==> config.mk <==
export PLATFORM = sky130hd
export DESIGN_NAME = image_dma
export DESIGN_NICKNAME = d
export VERILOG_FILES = /design/src/rtl/image_dma_pkg.sv /design/src/rtl/image_dma_ctr.sv /design/src/rtl/image_dma.sv
export SDC_FILE = /design/constraint.sdc
export NUM_CORES = 1
export LEC_CHECK = 0
export ABC_AREA = 1
export BUFFER_PORTS_ARGS = -buffer_cell sky130_fd_sc_hd__buf_2
export CORE_MARGIN = 3
export CORE_UTILIZATION = 50
export CTS_CLUSTER_DIAMETER = 100
export DETAILED_ROUTE_END_ITERATION = 10
export GPL_ROUTABILITY_DRIVEN = 0
export PLACE_DENSITY = 0.83
export SLEW_MARGIN = 20
export SYNTH_ARGS = -nofsm -noshare
export SYNTH_HDL_FRONTEND = slang
export SYNTH_SLANG_ARGS = --single-unit
==> constraint.sdc <==
create_clock -name clk -period 6 [get_ports clk]
set_clock_uncertainty 0.1 [all_clocks]
set_input_delay 0.9 -clock clk [delete_from_list [all_inputs] [get_ports clk]]
set_output_delay 0.9 -clock clk [all_outputs]
set_load 0.1 [all_outputs]
==> src/rtl/image_dma_pkg.sv <==
// -----------------------------------------------------------------------------
// image_dma_pkg
// Shared types for the image block-copy engine.
//   ADDR_W / DATA_W : word-address and data width of the two-bank image memory
//   addr_t / data_t : address and data word types
//   dma_state_t     : transfer FSM states
//   is_access()     : true for states that drive a memory strobe
// -----------------------------------------------------------------------------
package image_dma_pkg;

  localparam int ADDR_W = 15;  // 2 banks x 16K words, addr[14] selects the bank
  localparam int DATA_W = 16;

  typedef logic [ADDR_W-1:0] addr_t;
  typedef logic [DATA_W-1:0] data_t;

  typedef enum logic [2:0] {
    IDLE,
    RD,
    WT,
    WR,
    DONE
  } dma_state_t;

  function automatic logic is_access(dma_state_t s);
    return (s == RD) || (s == WR);
  endfunction

endpackage

==> src/rtl/image_dma_ctr.sv <==
// -----------------------------------------------------------------------------
// image_dma_ctr
// Loadable up-counter that wraps modulo 2^W. Used for the source address,
// destination address and completed-word count of the copy engine.
//   clk, rst_n  : clock, asynchronous active-low reset
//   load_i      : load load_val_i (has priority over inc_i)
//   load_val_i  : value loaded on load_i
//   inc_i       : increment by one, wrapping at 2^W
//   count_o     : current count
//   next_o      : value the count takes on the next clock edge
// -----------------------------------------------------------------------------
module image_dma_ctr #(
  parameter int W = 15
) (
  input  logic         clk,
  input  logic         rst_n,
  input  logic         load_i,
  input  logic [W-1:0] load_val_i,
  input  logic         inc_i,
  output logic [W-1:0] count_o,
  output logic [W-1:0] next_o
);

  logic [W-1:0] count_q, count_d;

  // NOTE: give every always_comb output a default first so no path leaves it
  // unassigned; an unassigned path would infer a latch.
  always_comb begin
    count_d = count_q;
    if (load_i) begin
      count_d = load_val_i;
    end else if (inc_i) begin
      count_d = count_q + 1'b1;
    end
  end

  // NOTE: state is updated with non-blocking assignments so every flop samples
  // the values from before the edge, independent of block ordering.
  always_ff @(posedge clk or negedge rst_n) begin
    if (!rst_n) begin
      count_q <= '0;
    end else begin
      count_q <= count_d;
    end
  end

  assign count_o = count_q;
  assign next_o  = count_d;

endmodule

==> src/rtl/image_dma.sv <==
// -----------------------------------------------------------------------------
// image_dma
// Block-copy engine for the 32K x 16 two-bank image memory. Copies `length`
// words from src_addr to dst_addr as RD -> WT -> WR per word; addresses wrap
// modulo 2^ADDR_W, so copies may cross banks freely.
// Optional feature macro: IMAGE_DMA_FILL_EN -- when defined, a start with
// fill_mode=1 writes fill_value to every destination word, one word per cycle,
// with no reads. Without the macro fill_mode/fill_value are ignored.
// Ports:
//   clk, rst_n            clock, asynchronous active-low reset
//   start                 1-cycle request, sampled only in IDLE
//   src_addr, dst_addr    first source / destination word address (latched)
//   length                words to move (latched), 0 = no transfer
//   abort                 stop in any non-IDLE state, no done pulse
//   fill_mode, fill_value fill request and fill word (latched)
//   mem_enable, mem_write_enable, mem_read_enable, mem_address,
//   mem_input_data        registered memory request outputs
//   mem_output_data       memory read data, valid MEM_RD_LAT cycles after RD
//   busy                  transfer in progress (RD/WT/WR)
//   done                  1-cycle completion pulse
//   words_done            writes completed in the current/last transfer
// MEM_RD_LAT (1..3) is the read latency; WT lasts MEM_RD_LAT cycles so one
// word takes 2+MEM_RD_LAT cycles. ADDR_W/DATA_W are fixed in image_dma_pkg.
// -----------------------------------------------------------------------------
module image_dma
  import image_dma_pkg::*;
#(
  parameter int MEM_RD_LAT = 1
) (
  input  logic  clk,
  input  logic  rst_n,
  input  logic  start,
  input  addr_t src_addr,
  input  addr_t dst_addr,
  input  addr_t length,
  input  logic  abort,
  input  logic  fill_mode,
  input  data_t fill_value,
  output logic  mem_enable,
  output logic  mem_write_enable,
  output logic  mem_read_enable,
  output addr_t mem_address,
  output data_t mem_input_data,
  input  data_t mem_output_data,
  output logic  busy,
  output logic  done,
  output addr_t words_done
);

  localparam logic [1:0] WT_LAST = 2'(MEM_RD_LAT - 1);

  dma_state_t state_q, state_d;
  logic [1:0] wt_cnt_q, wt_cnt_d;
  addr_t      len_q;
  data_t      data_q, data_d, wr_data_d;
  addr_t      src_q, src_d, dst_q, dst_d, words_q, words_d;
  addr_t      mem_addr_d;
  logic       accept, in_wr, fill_en_d;

  logic  mem_en_q, mem_we_q, mem_re_q, busy_q, done_q;
  addr_t mem_addr_q;
  data_t mem_wdata_q;

  assign accept = (state_q == IDLE) && start;
  assign in_wr  = (state_q == WR);

`ifdef IMAGE_DMA_FILL_EN
  logic  fill_mode_q;
  data_t fill_val_q;

  always_ff @(posedge clk or negedge rst_n) begin
    if (!rst_n) begin
      fill_mode_q <= 1'b0;
      fill_val_q  <= '0;
    end else if (accept) begin
      fill_mode_q <= fill_mode;
      fill_val_q  <= fill_value;
    end
  end

  // Use the incoming operands on the accept edge so the first fill write is
  // issued straight out of IDLE.
  assign fill_en_d = accept ? fill_mode : fill_mode_q;
  assign wr_data_d = fill_en_d ? (accept ? fill_value : fill_val_q) : data_d;
`else
  logic unused_fill;
  assign unused_fill = ^{fill_mode, fill_value};
  assign fill_en_d   = 1'b0;
  assign wr_data_d   = data_d;
`endif

  // Addresses advance once per issued write, including a write whose cycle
  // coincides with abort, so words_done counts every write the memory saw.
  image_dma_ctr #(.W(ADDR_W)) u_src_ctr (
    .clk, .rst_n, .load_i(accept), .load_val_i(src_addr), .inc_i(in_wr),
    .count_o(src_q), .next_o(src_d)
  );

  image_dma_ctr #(.W(ADDR_W)) u_dst_ctr (
    .clk, .rst_n, .load_i(accept), .load_val_i(dst_addr), .inc_i(in_wr),
    .count_o(dst_q), .next_o(dst_d)
  );

  image_dma_ctr #(.W(ADDR_W)) u_words_ctr (
    .clk, .rst_n, .load_i(accept), .load_val_i('0), .inc_i(in_wr),
    .count_o(words_q), .next_o(words_d)
  );

  // Only the next-value side of the address counters feeds the address register.
  logic unused_ctr;
  assign unused_ctr = ^{src_q, dst_q};

  always_comb begin
    state_d  = state_q;
    wt_cnt_d = wt_cnt_q;
    data_d   = data_q;
    case (state_q)
      IDLE: if (start) state_d = (length == '0) ? DONE : (fill_en_d ? WR : RD);
      RD: begin
        wt_cnt_d = '0;
        state_d  = WT;
      end
      WT: begin
        if (wt_cnt_q == WT_LAST) begin
          data_d  = mem_output_data;
          state_d = WR;
        end else begin
          wt_cnt_d = wt_cnt_q + 2'd1;
        end
      end
      WR:      state_d = (words_d == len_q) ? DONE : (fill_en_d ? WR : RD);
      DONE:    state_d = IDLE;
      default: state_d = IDLE;
    endcase
    // start wins over abort in IDLE because abort is only honoured elsewhere.
    if (abort && (state_q != IDLE)) state_d = IDLE;
  end

  // Outputs are registered from the next state, so they line up with the
  // state they belong to without a combinational path to the memory.
  always_comb begin
    mem_addr_d = '0;
    if (state_d == RD)      mem_addr_d = src_d;
    else if (state_d == WR) mem_addr_d = dst_d;
  end

  always_ff @(posedge clk or negedge rst_n) begin
    if (!rst_n) begin
      state_q     <= IDLE;
      wt_cnt_q    <= '0;
      len_q       <= '0;
      data_q      <= '0;
      mem_en_q    <= 1'b0;
      mem_we_q    <= 1'b0;
      mem_re_q    <= 1'b0;
      mem_addr_q  <= '0;
      mem_wdata_q <= '0;
      busy_q      <= 1'b0;
      done_q      <= 1'b0;
    end else begin
      state_q     <= state_d;
      wt_cnt_q    <= wt_cnt_d;
      data_q      <= data_d;
      if (accept) len_q <= length;
      mem_en_q    <= is_access(state_d);
      mem_we_q    <= (state_d == WR);
      mem_re_q    <= (state_d == RD);
      mem_addr_q  <= mem_addr_d;
      mem_wdata_q <= (state_d == WR) ? wr_data_d : '0;
      busy_q      <= state_d inside {RD, WT, WR};
      done_q      <= (state_d == DONE);
    end
  end

  assign mem_enable       = mem_en_q;
  assign mem_write_enable = mem_we_q;
  assign mem_read_enable  = mem_re_q;
  assign mem_address      = mem_addr_q;
  assign mem_input_data   = mem_wdata_q;
  assign busy             = busy_q;
  assign done             = done_q;
  assign words_done       = words_q;

endmodule

# == Word-level counts from Yosys, hierarchy flattened ==
# Index checks and enable logic that the tools add are counted.
# word_totals
reg_bits,117
output_inout_bits,51
# op_classes
n_addsub,4
eq_ne,9
muxes,19
reduce_logical,10
# op_table
operator,n
two-way mux 15 bit,8
two-way mux 16 bit,3
adder 15 x 1 -> 15 bit (second input constant),3
== test 15 bit,1
logical NOT 15 bit,1
two-way mux 3 bit,5
== test 3 x 2 -> 1 bit (second input constant),4
case mux 3 bit (4 select lines),1
== test 3 x 1 -> 1 bit (second input constant),2
nonzero test 3 bit,2
case mux 2 bit (2 select lines),1
== test 3 bit (second input constant),1
logical NOT 3 bit,1
adder 2 x 1 -> 2 bit (second input constant),1
logical AND 1 bit,2
logical NOT 2 bit,1
two-way mux 2 bit,1
inequality test 2 bit (second input constant),1
AND reduction 2 bit,1
nonzero test 2 bit,1
logical OR 1 bit,1

# == Longest topological paths before layout ==
# Gate-level depths: netlist (run 1).
# logic_depth
word_depth,10
mapped_depth,18
ltp_nobuf,17

# == Cells and area by module ==
# From an unflattened synthesis (run 1), not the netlist that was laid out.
# hier_totals
hier_cells,767
hier_area_um2,6103.4
# by_module_without_submodules
mod,instances,cells_each,area_per_inst_um2,seq_area_each_um2
image_dma,1,362,3243.1,1801.7
image_dma_ctr,3,135,953.4,375.4

# == Worst setup path before layout (run 1) ==
# No wires, ideal clock.
# synth_timing
path_type,register to register
startpoint,"register u_words_ctr.count_q[0], in the netlist u_words_ctr.count_o[0]"
endpoint,"register mem_wdata_q[11], in the netlist mem_input_data[11]"
setup_ns,0.114
arrival_time_ns,2.707
required_ns,5.786
slack_ns,3.080
stages_incl_launch_ff,18
synth_period_minus_slack_ns,2.920
path_cell_list,dfrtp_1 -> ha_1 -> nand2_1 -> nor2_4 -> nand2_2 -> nor2_2 -> nand2_1 -> nand2_1 -> nand3_1 -> nand2_1 -> nand2_1 -> nor2_1 -> nand3_1 -> nand2_2 -> nand2_4 -> nand2_4 -> buf_12 -> nor2_2
# synth_via
elab_chain_len,9
# synth_lines
item,line,text
"start, declared",image_dma_ctr.sv:24,"logic [W-1:0] count_q, count_d;"
"start signal, assigned",image_dma_ctr.sv:43,count_q <= count_d;
adder 15 x 1 -> 15 bit,image_dma_ctr.sv:33,count_d = count_q + 1'b1;
two-way mux 15 bit (*),image_dma_ctr.sv:32,end else if (inc_i) begin
two-way mux 15 bit (*),image_dma_ctr.sv:30,if (load_i) begin
== test 15 bit (*),image_dma.sv:131,WR: state_d = (words_d == len_q) ? DONE : (fill_en_d ? WR : RD);
two-way mux 3 bit (*),image_dma.sv:131,
case mux 3 bit (4 select lines) (*),image_dma.sv:117,case (state_q)
two-way mux 3 bit (*),image_dma.sv:136,if (abort && (state_q != IDLE)) state_d = IDLE;
== test 3 x 2 -> 1 bit (*),image_dma.sv:169,mem_wdata_q <= (state_d == WR) ? wr_data_d : '0;
two-way mux 16 bit (*),image_dma.sv:169,
"end signal, assigned",image_dma.sv:169,
"end, declared",image_dma.sv:62,data_t mem_wdata_q;
# Mark *: on every way between the ends. The rest lies on a longest branch, timed or not.
# A chain may end at the register's enable or synchronous reset.

# == Worst setup path in the final report (run 1) ==
# layout_timing
startpoint,register state_q[0]
endpoint,"register mem_wdata_q[5], in the netlist mem_input_data[5]"
# layout_via
elab_chain_len,9
# layout_lines
item,line,text
"start, declared",image_dma.sv:52,"dma_state_t state_q, state_d;"
"start signal, assigned",image_dma.sv:161,state_q <= state_d;
== test 3 x 2 -> 1 bit or logical NOT 3 bit (tied branches),"image_dma.sv:65, image_dma.sv:117, image_dma.sv:64",
two-way mux 15 bit or logical AND 1 bit (tied branches),"image_dma_ctr.sv:32, image_dma.sv:64",
two-way mux 15 bit,image_dma_ctr.sv:30,
== test 15 bit,image_dma.sv:131,
two-way mux 3 bit,image_dma.sv:131,
case mux 3 bit (4 select lines),image_dma.sv:117,
two-way mux 3 bit,image_dma.sv:136,
== test 3 x 2 -> 1 bit,image_dma.sv:169,
two-way mux 16 bit (*),image_dma.sv:169,
# Marks and branches as above.

==> parameters.txt, run 1 <==
Parameter                              Value

Status
  Run status    finished, final reports clean

Synth
  Async S/R FF share, synth    1.00
  Cell count after synthesis    691
  Average size of a mapped cell    8.24 µm²
  Sequential share of the synthesized area    0.514
  Unique masters post-synth    35
  Netlist area before placement    0.00569 mm²
  Number of flip-flops and latches in the synthesized netlist    117
  Predominant post-synthesis flop cell    sky130_fd_sc_hd__dfrtp_1
  Synth Net Count    777
  Number of warnings issued by yosys    0
  Count of flip-flops with a built-in enable after synthesis    0

Layout
  Proportion of layout cells with a drive suffix above 1    0.215
  Final standard cell count with taps included and fillers excluded    955
  Nets    889
  Diode insertion count for antenna repair    0
  Sequential cell area in the final layout    0.00293 mm²
  Area used by multi-input combinational logic    0.00219 mm²
  Filler cell count in the final layout    881
  Area growth from synthesis to layout    22.5%

STA
  Max Transition Viols Final    0
  Post-route setup slack    2.87 ns
  Share of the cycle needed by the critical path after routing    0.522
  RSZ-0062 raised after global routing    false
  Slew at the pin closest to its max-slew limit    0.923 ns
  Count of final hold-check violations    0
  Setup TNS    0 ns
  Normalized max-slew margin    0.385
  Post-layout minimum cycle time    3.13 ns
  Highest Clock Rate    319 MHz
  Final setup violation count    0

Critical path
  Start-to-end type of the worst setup path    register to register
  Largest driver fanout on the critical path    32
  Kind of cell adding the most delay to the critical path    simple AND/OR/NAND/NOR gates
  Cell breakdown of the critical path    nand2_1 > nor2_2 > nand2_1 > nor2_2 > nand2_1 > nand2_1 > nand3_1 > nand2_1 > nand3_1 > nor2_1 > nand3_1 > nand2_2 > nand2_4 > nand2_4 > nor2_1
  Worst path bufs/invs    0
  Critical path arrival    3.31 ns
  Data required time at the worst endpoint    6.18 ns
  Slowest Stage Delay on Critical Path    0.64 ns
  Setup slack of the most critical reg-to-reg path    2.87 ns
  Critical Path Most Common Cell    sky130_fd_sc_hd__nand2_1
  Setup crit end kind    register
  Critical Path Slowest Stage Cell    sky130_fd_sc_hd__nor2_2
  Kind of start point of the critical path    register

Floorplan
  Area of the core    0.0110 mm²
  Die span in y    113 µm
  Top-level port count    133
  Width of the chip    113 µm
  Initial standard-cell utilization of the core    0.518
  Die Footprint    0.0127 mm²
  FP Rows    38

Route
  Drt drc    0
  Count of antenna-violating nets left after detailed routing    0
  Mean number of vias per cell    5.08
  Routed WL    13400 µm
  Average routed wire per standard cell    14.0 µm
  Count of routing violations after the opening detailed-route iteration    370
  Router iterations before antenna repair    5
  Number of vias after detailed routing    4848

Clock network
  Number of buffers inserted by post-CTS setup repair    0
  Root buf cell    sky130_fd_sc_hd__clkbuf_16
  Total number of H-tree levels    4
  Total of hold buffers inserted after clock tree synthesis    0
  Clock slew at reported path FFs    0.06 ns
  Clock buffer count from CTS    17
  # resized after CTS    0
  Worst-skew pair later-pin latency    0.41 ns
  Number of sinks on the clock net    117
  Clock Path Buffers    2
  Clock tree from TritonCTS    done

Power
  Overall Power    3.93 mW
  Leakage Power    3.74 nW
  Power density of the placed cells    563 mW/mm²
  VDD IR-drop max    0.411 mV

Placement
  Number of port buffers    115
  Post-detailed-placement half-perimeter wirelength    9040 µm
  Number of placed instances, taps included    924
  Worst slack, placed    2.70 ns

Global routing
  Antenna violations before repair    1
  Global-route wire length before repair    22000 µm
  GRT overflow    0
  Global-route total usage across every layer    0.216
  Pin count of the biggest net entering global routing    78
  Number of global-route vias before repair    4699

Min path
  Path type of the worst min-delay path    input pin to async pin

Run
  Max-capacitance violation count    0
==> metal layers <==
| layer | vias to the layer above | global-route usage | part of all wire |
|---|---|---|---|
| met3 | 34 | 0.0615 | 0.070 |
| met2 | 156 | 0.346 | 0.48 |
| met4 | 2 | 0.0857 | 0.023 |
| met5 | - | 0 | 0.00052 |
| li1 | 2418 | - | - |
| met1 | 2238 | 0.278 | 0.42 |
==> cells in the mapped netlist, types with 2 or more instances <==
cell / instances / share of area
sky130_fd_sc_hd__a31oi_1: 3 / 0.0033
sky130_fd_sc_hd__and2_1: 2 / 0.0022
sky130_fd_sc_hd__buf_2: 5 / 0.0044
sky130_fd_sc_hd__buf_4: 2 / 0.0026
sky130_fd_sc_hd__buf_6: 3 / 0.0059
sky130_fd_sc_hd__clkbuf_1: 13 / 0.0086
sky130_fd_sc_hd__dfrtp_1: 117 / 0.51
sky130_fd_sc_hd__ha_1: 4 / 0.0088
sky130_fd_sc_hd__inv_1: 114 / 0.075
sky130_fd_sc_hd__inv_2: 2 / 0.0013
sky130_fd_sc_hd__nand2_1: 169 / 0.11
sky130_fd_sc_hd__nand2_2: 2 / 0.0022
sky130_fd_sc_hd__nand2_4: 2 / 0.0040
sky130_fd_sc_hd__nand3_1: 49 / 0.043
sky130_fd_sc_hd__nand3_2: 2 / 0.0035
sky130_fd_sc_hd__nand3b_1: 2 / 0.0026
sky130_fd_sc_hd__nand4_1: 38 / 0.042
sky130_fd_sc_hd__nor2_1: 36 / 0.024
sky130_fd_sc_hd__nor2_2: 14 / 0.015
sky130_fd_sc_hd__nor3_1: 5 / 0.0044
sky130_fd_sc_hd__o21ai_0: 62 / 0.054
sky130_fd_sc_hd__o21ai_1: 5 / 0.0044
sky130_fd_sc_hd__xnor2_1: 9 / 0.014
sky130_fd_sc_hd__xor2_1: 20 / 0.031
==> sequential cells by signal (all words and copies together), names as in the netlist, 2 cells and up <==
signal,flops
wt_cnt_q,2
u_words_ctr.count_o,15
u_dst_ctr.count_o,15
mem_input_data,16
state_q,3
len_q,15
data_q,16
mem_address,15
u_src_ctr.count_o,15
==> logic make-up after synthesis <==
logic type / count (synthesis) / synth area share
fa+ha+maj: 4 / 0.00879
xor+xnor: 29 / 0.0446
compound gates: 72 / 0.0642
simple gates: 327 / 0.265
flops: 117 / 0.514
buf+inv: 142 / 0.103
==> per-stage QoR <==
stage | utilization | hold WS [ns] | instance area, µm²
2_1_floorplan | - | 0.366 | 5690
3_5_place_dp | 0.576 | 0.398 | 6330
6_report | 0.635 | 0.365 | 6980
3_3_place_gp | 0.576 | 0.395 | 6330
4_1_cts | 0.635 | 0.379 | 6970
5_1_grt | 0.635 | 0.395 | 6980
==> layout make-up <==
type                            instances  area share
Clock inverter                         12      0.0291
Clock buffer                           19      0.0635
Tap cell                              140      0.0251
Multi-Input combinational cell        432       0.314
Timing Repair Buffer                  118      0.0861
Sequential cell                       117       0.420
Inverter                              117      0.0629
==> power breakdown <==
part | internal (mW) | switching [mW]
combinational | 0.343 | 1.22
clock | 0.747 | 0.358
sequential | 1.07 | 0.186
total | 2.16 | 1.76
==> final timing paths <==
path	end	cells after the start	from
worst min-delay path	u_src_ctr.count_o[10]$_DFF_PN0_	1	rst_n
worst max register to register	mem_input_data[5]$_DFF_PN0_	15	state_q[0]$_DFF_PN0_
worst min register to register	len_q[14]$_DFFE_PN0N_	2	len_q[14]$_DFFE_PN0N_
worst max-delay path	mem_input_data[5]$_DFF_PN0_	15	state_q[0]$_DFF_PN0_
min in group clk	len_q[14]$_DFFE_PN0N_	2	len_q[14]$_DFFE_PN0N_
max in group asynchronous	done$_DFF_PN0_	2	rst_n
==> layout by cell type, fill, tap and decap left out, drive strengths merged <==
| cell | synthesis | layout |
|---|---|---|
| clkinvlp | 0 | 1 |
| nand2 | 173 | 173 |
| xor2 | 20 | 20 |
| nor4 | 2 | 2 |
| ha | 4 | 4 |
| inv | 116 | 117 |
| o22ai | 1 | 1 |
| nand3 | 51 | 51 |
| nor3 | 6 | 6 |
| dfrtp | 117 | 117 |
| nand4 | 38 | 38 |
| a31oi | 3 | 3 |
| bufinv | 0 | 5 |
| xnor2 | 9 | 9 |
| and3b | 1 | 1 |
| clkinv | 1 | 6 |
| clkbuf | 13 | 19 |
| o21ai | 67 | 67 |
| or2 | 1 | 1 |
| and2 | 2 | 2 |
| nand3b | 2 | 2 |
| buf | 12 | 118 |
| nor2 | 51 | 51 |
| a21oi | 1 | 1 |
Note: power is estimated with default switching activity, not from simulation.
==> inputs of run 2 (changes only) <==
--- a/config.mk
+++ b/config.mk
@@ -8,11 +8,11 @@
 export ABC_AREA = 1
 export BUFFER_PORTS_ARGS = -buffer_cell sky130_fd_sc_hd__buf_2
 export CORE_MARGIN = 3
-export CORE_UTILIZATION = 50
+export CORE_UTILIZATION = 49
 export CTS_CLUSTER_DIAMETER = 100
 export DETAILED_ROUTE_END_ITERATION = 10
 export GPL_ROUTABILITY_DRIVEN = 0
-export PLACE_DENSITY = 0.83
+export PLACE_DENSITY = 0.85
 export SLEW_MARGIN = 20
 export SYNTH_ARGS = -nofsm -noshare
 export SYNTH_HDL_FRONTEND = slang
==> constraint.sdc (replaced) <==
create_clock -name clk -period 2.8 [get_ports clk]
set_clock_uncertainty 0.1 [all_clocks]
set_input_delay 0.42 -clock clk [delete_from_list [all_inputs] [get_ports clk]]
set_output_delay 0.42 -clock clk [all_outputs]
set_load 0.1 [all_outputs]
==> run 2 against run 1 <==
Clock power grew 130%. Worst setup slack lost 2.7 ns. Clock-buffer cell count grew 4. Fmax grew 18%. Die area grew 1.9%. Utilization grew 1.1 points. Combinational power grew 130%. Sequential power grew 120%. Total power grew 120%. Wire length grew 6.8%. Hold slack lost 0.21 ns.
==> parameters.txt, run 2 (same netlist as run 1, synthesis figures left out) <==
Parameter                              Value

Placement
  Standard cell area after detailed placement    0.00642 mm²
  Post-detailed-placement half-perimeter wirelength    9410 µm
  Worst slack, placed    0.0954 ns
  Number of placed instances, taps included    935
  Number of port buffers    115

Global routing
  Pin count of the biggest net entering global routing    76
  Gr busiest metal    met2
  Global-route total usage across every layer    0.229
  Global-route wire length before repair    23400 µm
  GRT overflow    0
  Routing usage on met3    0.0642
  Met1 track utilization from global routing    0.299
  Antenna violations before repair    1
  Routing usage on met2    0.355
  Number of global-route vias before repair    4945

Critical path
  Start-to-end type of the worst setup path    register to register
  Reg2Reg Launch Point    state_q[2]$_DFF_PN0_
  Kind of cell adding the most delay to the critical path    simple AND/OR/NAND/NOR gates
  Launching instance or port of the critical path    state_q[2]$_DFF_PN0_
  Critical path arrival    2.83 ns
  Worst path bufs/invs    3
  Kind of start point of the critical path    register
  Data required time at the worst endpoint    2.98 ns
  Slowest Stage Delay on Critical Path    0.44 ns
  Largest driver fanout on the critical path    19
  Setup crit end kind    register
  Cell breakdown of the critical path    inv_2 > nand3_2 > buf_6 > nor2_1 > nand2_1 > nand3_1 > inv_1 > nand2_1 > nand2_1 > nand3b_1 > nor2_1 > nand3_1 > nand2_2 > nand2_4 > nand2_4 > nor2_1
  Critical Path Slowest Stage Cell    sky130_fd_sc_hd__dfrtp_1

STA
  Post-route setup slack    0.143 ns
  Count of final hold-check violations    0
  Setup TNS    0 ns
  Normalized max-slew margin    0.617
  Post-layout minimum cycle time    2.66 ns
  Share of the cycle needed by the critical path after routing    0.949
  RSZ-0062 raised after global routing    true
  Hold Worst Slack    0.159 ns
  Slew at the pin closest to its max-slew limit    0.571 ns
  Highest Clock Rate    376 MHz
  Final setup violation count    0
  Max Transition Viols Final    0

Status
  Run status    finished, final reports clean

Route
  Average routed wire per standard cell    14.7 µm
  Drt drc    0
  Router iterations before antenna repair    4
  Count of antenna-violating nets left after detailed routing    0
  Count of routing violations after the opening detailed-route iteration    388
  Number of vias after detailed routing    5023
  Mean number of vias per cell    5.19
  Routed WL    14300 µm

Min path
  Startpoint of the worst hold path    mem_output_data[7]
  Path type of the worst min-delay path    input pin to register

Power
  Power density of the placed cells    1220 mW/mm²
  VDD IR-drop max    0.969 mV
  Overall Power    8.76 mW
  Leakage Power    3.83 nW

Clock network
  Clock buffer count from CTS    17
  Root buf cell    sky130_fd_sc_hd__clkbuf_16
  Worst-skew pair later-pin latency    0.40 ns
  Clock Path Buffers    2
  Total number of H-tree levels    4
  Number of sinks on the clock net    117
  Clock tree from TritonCTS    done
  Clock slew at reported path FFs    0.05 ns

Layout
  Share of the core filled with cells    0.646
  Proportion of layout cells with a drive suffix above 1    0.229
  Diode insertion count for antenna repair    0
  Non-Filler Cell Area, Final    0.00716 mm²
  Most frequent standard cell in the layout excluding fill and tap cells    sky130_fd_sc_hd__nand2_1
  Final standard cell count with taps included and fillers excluded    968
  Most frequent cells in the layout    sky130_fd_sc_hd__nand2_1, sky130_fd_sc_hd__inv_1, sky130_fd_sc_hd__dfrtp_1, sky130_fd_sc_hd__buf_2, sky130_fd_sc_hd__o21ai_0
  Nets    902
  Area growth from synthesis to layout    25.7%

Floorplan
  Die Footprint    0.0130 mm²
  Initial standard-cell utilization of the core    0.514
  Die span in y    114 µm
  Area of the core    0.0111 mm²
  Top-level port count    133
  FP Rows    38
  Width of the chip    114 µm

Run
  Max-capacitance violation count    0
[run 2: cell count changes in the layout (fill, tap and decap cells not counted), moves of 2 or more]
cell and change:
sky130_fd_sc_hd__buf_4 +8, sky130_fd_sc_hd__buf_6 +2, sky130_fd_sc_hd__clkbuf_8 +4, sky130_fd_sc_hd__clkinv_4 -3, sky130_fd_sc_hd__dfrtp_1 -3, sky130_fd_sc_hd__dfrtp_2 +3
[run 2: final timing paths]
check                      cells after the start                               to  slack (ns)
max                                           16      mem_input_data[1]$_DFF_PN0_        0.14
min in group asynchronous                      3      mem_input_data[4]$_DFF_PN0_        0.49
max in group asynchronous                      3  u_dst_ctr.count_o[10]$_DFF_PN0_        1.69
min reg2reg                                    2            len_q[13]$_DFFE_PN0N_        0.42
min                                            3              data_q[7]$_DFF_PN0_        0.16
max reg2reg                                   16      mem_input_data[1]$_DFF_PN0_        0.14
[run 2: tightest hold or removal path: cells and delay by family]
| kind | cells | cell delay [ns] |
|---|---|---|
| buf+inv | 1 | 0.07 |
| simple gates | 1 | 0.04 |
| compound gates | 1 | 0.08 |
[run 2: final cells by class]
| cell class | instances | area [µm²] |
|---|---|---|
| clock buffer | 23 | 498 |
| multi-input combinational | 433 | 2210 |
| clock inverter | 8 | 193 |
| sequential | 117 | 2930 |
| inverter | 117 | 439 |
| tap | 140 | 175 |
| timing repair buffer | 130 | 713 |
| fill | 893 | 3920 |
[run 2: per-layer routing]
metal | up-vias | wire length (µm)
met4 | 2 | 416
li1 | 2436 | -
met1 | 2349 | 6010
met3 | 39 | 1060
met2 | 197 | 6780
met5 | - | 7
[run 2: repair_timing]
action                                  in CTS  in global routing
buffers inserted                             0                  0
gates cloned                                 0                  1
gates resized for setup                      1                  4
hold buffers                                 1                  0
pin swaps                                    0                  2
endpoints found under the setup margin      18                 35
endpoints found under the hold margin       75                  0
[run 2: power breakdown]
group          switching [mW]  internal, mW  total, mW
registers               0.411          2.31       2.72
logic                    2.69         0.823       3.52
clock network           0.742          1.78       2.52
total                    3.85          4.91       8.76
